`src/rtl/mips_pkg.sv`:
```
// mips_pkg: shared types and constants for the MIPS-lite core.
//   RESET_PC_DEFAULT : default fetch PC after reset
//   fetch_state_t    : fetch FSM state (IDLE, WAIT)
//   ibuf_entry_t     : instruction-buffer entry {inst, pc}
package mips_pkg;
   localparam logic [31:0] RESET_PC_DEFAULT = 32'h0000_3000;
   typedef enum logic {IDLE, WAIT} fetch_state_t;
   typedef struct packed {
      logic [31:0] inst;
      logic [31:0] pc;
   } ibuf_entry_t;
endpackage

```
`src/rtl/if_ibuf.sv`:
```
// if_ibuf: small instruction FIFO toward decode with a registered head entry.
//   push/din : enqueue an entry (ignored when full unless popping)
//   pop      : dequeue the head (ignored when empty)
//   flush    : drop every entry
//   count    : entries held; valid = count != 0
//   head     : registered copy of the oldest entry
module if_ibuf
   import mips_pkg::*;
#(
   parameter int IBUF_DEPTH = 2
) (
   input  logic                             clk,
   input  logic                             rst_n,
   input  logic                             push,
   input  ibuf_entry_t                      din,
   input  logic                             pop,
   input  logic                             flush,
   output logic [$clog2(IBUF_DEPTH+1)-1:0]  count,
   output logic                             valid,
   output ibuf_entry_t                      head
);
   localparam int AW = $clog2(IBUF_DEPTH);
   localparam int CW = $clog2(IBUF_DEPTH + 1);
   ibuf_entry_t   mem [IBUF_DEPTH];
   logic [AW-1:0] wr, rd, wr_nxt, rd_nxt;
   logic          do_push, do_pop;
   assign valid   = count != '0;
   assign do_pop  = pop && valid;
   assign do_push = push && (count != CW'(IBUF_DEPTH) || do_pop);
   assign rd_nxt  = do_pop ? ((rd == AW'(IBUF_DEPTH - 1)) ? '0 : rd + AW'(1)) : rd;
   assign wr_nxt  = do_push ? ((wr == AW'(IBUF_DEPTH - 1)) ? '0 : wr + AW'(1)) : wr;
   always_ff @(posedge clk)
      if (do_push) mem[wr] <= din;
   // The head is reloaded from the entry that becomes oldest; when that entry
   // is being written this same edge, it is forwarded straight from din.
   always_ff @(posedge clk or negedge rst_n)
      if (!rst_n) begin
         rd    <= '0;
         wr    <= '0;
         count <= '0;
         head  <= '0;
      end else if (flush) begin
         rd    <= '0;
         wr    <= '0;
         count <= '0;
      end else begin
         rd    <= rd_nxt;
         wr    <= wr_nxt;
         count <= count + CW'(do_push) - CW'(do_pop);
         head  <= (do_push && wr == rd_nxt) ? din : mem[rd_nxt];
      end
endmodule

```
`src/rtl/if_fetch.sv`:
```
// if_fetch: instruction-fetch stage; holds the PC, issues single-outstanding
// fetches and buffers returned instructions toward decode.
//   pc/npc/redirect           : PC state and next-PC calculator interface
//   imem_req/addr/gnt/rvalid/rdata : instruction memory request/response
//   inst_valid/inst/inst_pc/inst_ready : ready/valid handshake to decode
//   fetch_err                 : sticky misaligned-PC flag, present only when
//                               IF_MISALIGN_CHECK_EN is defined
module if_fetch
   import mips_pkg::*;
#(
   parameter logic [31:0] RESET_PC   = RESET_PC_DEFAULT,
   parameter int          IBUF_DEPTH = 2
) (
   input  logic        clk,
   input  logic        rst_n,
   output logic [31:0] pc,
   input  logic [31:0] npc,
   input  logic        redirect,
   output logic        imem_req,
   output logic [31:0] imem_addr,
   input  logic        imem_gnt,
   input  logic        imem_rvalid,
   input  logic [31:0] imem_rdata,
   output logic        inst_valid,
   output logic [31:0] inst,
   output logic [31:0] inst_pc,
   input  logic        inst_ready
`ifdef IF_MISALIGN_CHECK_EN
   ,
   output logic        fetch_err
`endif
);
   localparam int CW = $clog2(IBUF_DEPTH + 1);
   localparam int OW = CW + 1;
   fetch_state_t  state;
   logic          drop;
   logic [31:0]   pend_pc;
   logic [CW-1:0] count;
   logic [OW-1:0] occ;
   ibuf_entry_t   head, din;
   logic          in_wait, rsp, push, pop, room, misalign, fire;
   assign in_wait = state == WAIT;
   assign rsp     = in_wait && imem_rvalid;
   assign push    = rsp && !drop && !redirect;
   assign pop     = inst_valid && inst_ready;
   // Occupancy after this cycle's push/pop; a new request needs a free slot
   // for its own response.
   assign occ     = {1'b0, count} + OW'(push) - OW'(pop);
   assign room    = occ < OW'(IBUF_DEPTH);
`ifdef IF_MISALIGN_CHECK_EN
   assign misalign  = !in_wait && |pc[1:0];
   assign imem_addr = pc;
`else
   assign misalign  = 1'b0;
   assign imem_addr = {pc[31:2], 2'b00};
`endif
   assign imem_req = rst_n && !redirect && (!in_wait || rsp) && room && !misalign;
   assign fire     = imem_req && imem_gnt;
   assign din      = '{inst: imem_rdata, pc: pend_pc};
   assign inst     = head.inst;
   assign inst_pc  = head.pc;
   // A redirect while a response is still owed marks that response for discard.
   always_ff @(posedge clk or negedge rst_n)
      if (!rst_n) begin
         state   <= IDLE;
         pc      <= RESET_PC;
         drop    <= 1'b0;
         pend_pc <= '0;
      end else begin
         if (fire || redirect) pc <= npc;
         if (fire) pend_pc <= imem_addr;
         state <= fire ? WAIT : rsp ? IDLE : state;
         drop  <= redirect ? (fire || (in_wait && !imem_rvalid)) : rsp ? 1'b0 : drop;
      end
`ifdef IF_MISALIGN_CHECK_EN
   always_ff @(posedge clk or negedge rst_n)
      if (!rst_n) fetch_err <= 1'b0;
      else fetch_err <= redirect ? |npc[1:0] : fetch_err | misalign;
`endif
   if_ibuf #(.IBUF_DEPTH(IBUF_DEPTH)) u_ibuf (
      .clk   (clk),
      .rst_n (rst_n),
      .push  (push),
      .din   (din),
      .pop   (pop),
      .flush (redirect),
      .count (count),
      .valid (inst_valid),
      .head  (head)
   );
endmodule

```
`config.mk`:
```
export PLATFORM = sky130hd
export DESIGN_NAME = if_fetch
export DESIGN_NICKNAME = d
export VERILOG_FILES = /design/src/rtl/mips_pkg.sv /design/src/rtl/if_ibuf.sv /design/src/rtl/if_fetch.sv
export SDC_FILE = /design/constraint.sdc
export NUM_CORES = 1
export LEC_CHECK = 0
export ABC_AREA = 1
export CAP_MARGIN = 20
export CELL_PAD_IN_SITES_DETAIL_PLACEMENT = 1
export CELL_PAD_IN_SITES_GLOBAL_PLACEMENT = 1
export CORE_MARGIN = 2
export CORE_UTILIZATION = 29
export CTS_CLUSTER_DIAMETER = 30
export DETAILED_ROUTE_END_ITERATION = 8
export HOLD_SLACK_MARGIN = 0.12
export PLACE_DENSITY = 0.71
export SLEW_MARGIN = 20
export SYNTH_ARGS = -nofsm -noshare
export SYNTH_HDL_FRONTEND = slang
export SYNTH_SLANG_ARGS = --single-unit
```
`constraint.sdc`:
```
create_clock -name clk -period 12.3 [get_ports clk]
set_input_delay 2.46 -clock clk [delete_from_list [all_inputs] [get_ports clk]]
set_output_delay 2.46 -clock clk [all_outputs]
set_load 0.05 [all_outputs]
```
==> flow_summary.json, run 1 <==
{
  "hold_start": "u_ibuf.head[47]",
  "slew_headroom_pct": 36.89,
  "syn-instance-count": 1242,
  "ys_seq_elements": 254,
  "setup_ws_ns": 4.455,
  "cts_root_buf": "clkbuf_16",
  "ys.flop_type": "dfrtp_1",
  "r2r_end": "pc[26]",
  "synth-xor-area-share_pct": 0.1556,
  "core-area_sq_um": 38470,
  "yosysSeqAreaShare_pct": 61.99,
  "first_pass_iters": 4,
  "yosysTopAreaCell": "edfxtp_1",
  "drc": 0,
  "portBuffers": 195,
  "use_met1_pct": 17.57,
  "insertion_delay_ns": 0.54,
  "top_usage_layer": "met2",
  "tightest_slew_ns": 0.9467,
  "leakagePower_uw": 0.007406,
  "r2r_slack_ns": 8.44,
  "syn_to_final_growth_pct": 39.48,
  "via_count": 8694,
  "hold_buffers": 0,
  "detail_route.wl_per_cell_um": 15.50,
  "cts_buffers": 66,
  "slowest_stage": "clkdlybuf4s50_1",
  "cp.arrival_ns": 5.38,
  "yosys.cell_types.count": 31,
  "clk_pin_slew_ns": 0.04,
  "cp.required_ns": 9.84,
  "seq_area_sq_um": 6979,
  "clock_sinks": 254,
  "rsz0062_at_grt": "false",
  "synth_top_area_share_pct": 33.07,
  "grt_use_met2_pct": 28.53,
  "mostFrequentLayoutCell": "nand2_1",
  "grt_start_max_net_pins": 69,
  "synth-compound-area-share_pct": 2.856,
  "synthSimpleGateAreaFrac_pct": 21.69,
  "max-vdd-ir-drop_mv": 0.1692,
  "viasPerCell": 4.360,
  "drt_wl_total_um": 30910,
  "antenna_found_initial": 2,
  "drive_above_1_share_pct": 9.356,
  "place_congestion": 0.7497,
  "fp.dieH_um": 201.0,
  "fin_crit_sh_pct": 63.78,
  "drtAntennaViolNets": 0,
  "cp-start-kind": "input pin",
  "reg2reg_from": "u_ibuf.count[1]",
  "hold_class": "flip-flop to flip-flop",
  "fin_nets": 1498,
  "ctsResizeCount": 0,
  "min_period_ns": 7.845,
  "track_usage_pct": 15.79,
  "synth_fa_ha_area_share_pct": 0.5112,
  "grt_pass1_vias": 9466,
  "min_to": "u_ibuf.head[47]",
  "start_util_pct": 29.27,
  "drt_iter0_markers": 268,
  "cts_tree": "done",
  "cp_max_fo": 4,
  "die_x_um": 201.0,
  "finalHoldViolCount": 0,
  "critPathCaptureType": "output port",
  "synthTopCellsByArea": "edfxtp_1 (33%), dfrtp_1 (28%), nand2_1 (15%)",
  "ios": 200,
  "netlist_area_sq_um": 11260,
  "fmax_ghz": 0.1275,
  "maxCapViolations": 0,
  "cts_setup_buffers": 0,
  "cp_top_family": "buffers and inverters",
  "reg2regPathDepth": 11,
  "setup_violations": 0,
  "path_class": "input pin to output port",
  "hold_path_depth": 2,
  "run_status": "complete, no violations",
  "use_met3_pct": 4.318,
  "muxShareOfSynthArea_pct": 0,
  "htreeDepth": 3,
  "multi_input_comb_area_sq_um": 2899,
  "layout.cells.most_common_list": "nand2_1 (441), inv_1 (227), clkdlybuf4s50_1 (193), nand3_1 (133), dfrtp_1 (128)",
  "critPathBufInv": 4,
  "clk_path_buf_depth": 3,
  "num_rows": 72,
  "overflow": 0,
  "power.density_nw_per_um2": 277.7,
  "crit_chain": "clkdlybuf4s50_1, o21ai_1, inv_1, ha_1, inv_1, nand4_1, fa_1, nand2_1, nor3b_2, and2_1, clkdlybuf4s50_1",
  "place_ws_ns": 4.462,
  "dieArea_sq_um": 40410,
  "yosys_warnings": 0,
  "fin_setup_tns_ns": 0,
  "cpPeakStageDelay_ns": 0.81,
  "synth-edff-count": 124,
  "synth_top_family_by_area": "simple AND/OR/NAND/NOR gates",
  "fin_skew_ns": 0.01790,
  "syn_avg_cell_area_sq_um": 9.065,
  "grt_pass1_wl_um": 50100,
  "nFillCells": 4410,
  "async_flop_share_pct": 51.18,
  "dpl.hpwl_um": 17920,
  "drv_slew": 0
}
==> area by class of cell <==
cell class,instances,area share (%)
antenna,1,0.01594
clock buffer,76,11.35
clock inverter,43,3.267
inverter,229,5.474
multi-input combinational,669,18.46
sequential,254,44.45
tap,518,4.127
timing repair buffer,204,12.85
==> synth_stat cells, types with 2 or more instances <==
master,count
buf_6,6
edfxtp_1,124
nand3_1,134
buf_4,36
ha_1,3
buf_1,2
clkbuf_2,2
inv_2,2
inv_1,227
nand2_2,3
dfstp_2,2
buf_2,36
nand2_1,444
dfrtp_1,128
o21ai_0,31
nor2_1,7
o21ai_1,31
clkbuf_1,11
==> state kept, by name (all words and copies together), names as in the netlist <==
| signal | flops |
|---|---|
| drop | 1 |
| u_ibuf.count | 2 |
| pc | 32 |
| pend_pc | 30 |
| in_wait | 1 |
| u_ibuf.rd | 1 |
| u_ibuf.wr | 1 |
| u_ibuf.mem | 124 |
| u_ibuf.head | 62 |
==> kinds of logic after synthesis <==
family | Yosys count
compound gates | 64
xor+xnor | 2
fa+ha+maj | 4
buf+inv | 322
flops | 254
other cells | 1
simple gates | 595
==> tightest hold or removal path, stage by stage, from the launching register on <==
cell and delay (ns):
dfrtp_1 0.33, nand2_1 0.05, nand2_1 0.05
==> worst max-delay path by stage <==
stage | start | endpoint | slack (ns) | cells past startpoint
detailed placement | inst_ready | imem_req | 4.46 | 11
global route | inst_ready | imem_req | 4.28 | 11
global placement | inst_ready | imem_req | 4.56 | 11
finish | inst_ready | imem_req | 4.46 | 11
floorplan | redirect | imem_req | 5.52 | 8
CTS | inst_ready | imem_req | 4.44 | 11
==> report_power, final <==
| group | switching [uW] | leakage (uW) | internal [uW] |
|---|---|---|---|
| clock network | 528 | 0.00110 | 1230 |
| registers | 119 | 0.00272 | 1090 |
| logic | 979 | 0.00359 | 415 |
==> layer usage <==
layer	share of wire, %	vias to the layer above
met2	52	198
met3	5.2	64
met4	2.7	2
li1	-	4168
met1	40	4262
met5	0.042	-
==> through the flow <==
step                      hold WS (ns)  std cells  power (uW)  utilization, %  area [sq um]
after CTS                       0.4764       1993        4435           40.80         15700
after global routing            0.4938       1994        4603           40.82         15700
after floorplan                 0.4641       1245        2171               -         11270
after global placement          0.4633       1874        2604           34.83         13400
final                           0.4705       1994        4361           40.82         15700
after detailed placement        0.4645       1874        2639           34.83         13400
Power figures use the tool's default switching activity.
==> run 2, diff against run 1 <==
PLACE_DENSITY = 0.74   (was 0.71)
clock period = 6.6 ns   (was 12.3 ns; I/O delays follow)
==> run 2 against run 1 <==
Design area rose by 0.74%. Flip-flop and latch count did not move. Via count fell by 0.71%. Global-route usage rose by 0.30 points. Largest cell class unchanged.
==> flow_summary.json, run 2 (same netlist as run 1, synthesis figures left out) <==
{
  "portBuffers": 195,
  "fmax_ghz": 0.2048,
  "reg2regPathDepth": 8,
  "hold_path_depth": 2,
  "fin_setup_tns_ns": 0,
  "rsz0062_at_grt": "false",
  "cp.required_ns": 5.28,
  "hold_buffers": 0,
  "layout.cells.most_common_list": "nand2_1 (441), inv_1 (227), clkdlybuf4s50_1 (192), nand3_1 (133), dfrtp_1 (128)",
  "finalHoldViolCount": 0,
  "setup_violations": 0,
  "viasPerCell": 4.322,
  "max-vdd-ir-drop_mv": 0.2117,
  "largest_reg_flops": 124,
  "first_pass_iters": 4,
  "grt_start_max_net_pins": 69,
  "drt_iter0_markers": 227,
  "drv_slew": 0,
  "worst-path-stages": 11,
  "slowest_stage": "clkdlybuf4s50_1",
  "clock_sinks": 254,
  "detail_route.wl_per_cell_um": 15.84,
  "grt_pass1_wl_um": 51370,
  "dpl.hpwl_um": 18100,
  "crit_top_cell": "inv_1",
  "maxCapViolations": 0,
  "antenna_cells": 0,
  "cp_max_fo": 4,
  "clk_pin_slew_ns": 0.04,
  "drive_above_1_share_pct": 8.925,
  "use_met3_pct": 4.058,
  "cp-start-kind": "input pin",
  "path_class": "input pin to output port",
  "grt_pass1_vias": 9605,
  "leakagePower_uw": 0.007459,
  "cpPeakStageDelay_ns": 0.46,
  "cts_root_buf": "clkbuf_16",
  "top_usage_layer": "met2",
  "cts_setup_buffers": 0,
  "ctsResizeCount": 0,
  "min_period_ns": 4.882,
  "overflow": 0,
  "holdWs_ns": 0.4700,
  "cp.arrival_ns": 3.56,
  "cts_buffers": 66,
  "fp.dieH_um": 201.0,
  "antenna_found_initial": 1,
  "cp_top_family": "buffers and inverters",
  "power.density_nw_per_um2": 519.1,
  "core-area_sq_um": 38470,
  "mostFrequentLayoutCell": "nand2_1",
  "dieArea_sq_um": 40410,
  "track_usage_pct": 16.10,
  "run_status": "complete, no violations",
  "hold_class": "flip-flop to flip-flop",
  "clk_path_buf_depth": 3,
  "drt_wl_total_um": 31620,
  "num_rows": 72,
  "insertion_delay_ns": 0.56,
  "fin_skew_ns": 0.02445,
  "htreeDepth": 3,
  "fin_nets": 1500,
  "use_met1_pct": 19.17,
  "place_congestion": 0.6977,
  "via_count": 8632,
  "drc": 0,
  "fin_crit_sh_pct": 73.97,
  "syn_to_final_growth_pct": 40.51,
  "die_x_um": 201.0,
  "grt_use_met2_pct": 27.67,
  "slew_headroom_pct": 38.78,
  "ios": 200,
  "largest_register": "u_ibuf.mem",
  "critPathCaptureType": "output port",
  "drtAntennaViolNets": 0,
  "crit_chain": "clkdlybuf4s50_1, o21ai_1, inv_1, ha_1, inv_1, nand4_1, fa_1, nand2_1, nor3b_2, and2_1, buf_4",
  "tightest_slew_ns": 0.9183,
  "fin_util_pct": 41.12,
  "critPathBufInv": 4,
  "start_util_pct": 29.27,
  "reg_top3": "u_ibuf.mem (124), u_ibuf.head (62), pc (32)",
  "cts_tree": "done"
}
-- run 2: through the flow --
step	instance area [sq um]	power [uW]	worst slack, ns	std cells
after detailed placement	13420	4920	1.677	1874
after floorplan	11270	4046	1.528	1245
after global routing	15820	8653	1.510	1997
after global placement	13420	4857	1.749	1874
after CTS	15760	8345	1.695	1995
final	15820	8211	1.718	1997
-- run 2: where the power goes --
part           internal [uW]  switching, uW
Combinational            773           1830
Clock                   2380            958
Sequential              2040            228
Total                   5190           3020
-- run 2: area by class of cell --
type                            count  area (sq um)
Clock buffer                       92          1936
Clock inverter                     29         404.1
Fill cell                        4377         22650
Inverter                          229         859.6
Multi-Input combinational cell    669          2897
Sequential cell                   254          6979
Tap cell                          518         648.1
Timing Repair Buffer              206          2096
-- run 2: layer usage --
layer,share of wire (%),vias up
li1,-,4174
met4,3.1,2
met3,5.1,68
met2,48,204
met5,0.032,-
met1,43,4184
-- run 2: worst reg2reg max path: stages (launching register included) --
cell	delay, ns
dfrtp_1	0.43
inv_2	0.12
nor3_1	0.08
nor2_4	0.11
buf_4	0.69
nand3_4	0.88
nand2_1	0.33
nand3_1	0.14
nand2_1	0.09
-- run 2: worst paths after layout --
| path | startpoint | end | slack [ns] |
|---|---|---|---|
| worst max-delay path | inst_ready | imem_req | 1.72 |
| worst min-delay path | u_ibuf.head[2] | u_ibuf.head[2] | 0.47 |
| worst max register to register | u_ibuf.count[1] | u_ibuf.head[48] | 3.65 |
| worst min register to register | u_ibuf.head[2] | u_ibuf.head[2] | 0.47 |
| max in group asynchronous | rst_n | pend_pc[5] | 4.47 |
| min in group asynchronous | rst_n | pend_pc[26] | 0.83 |
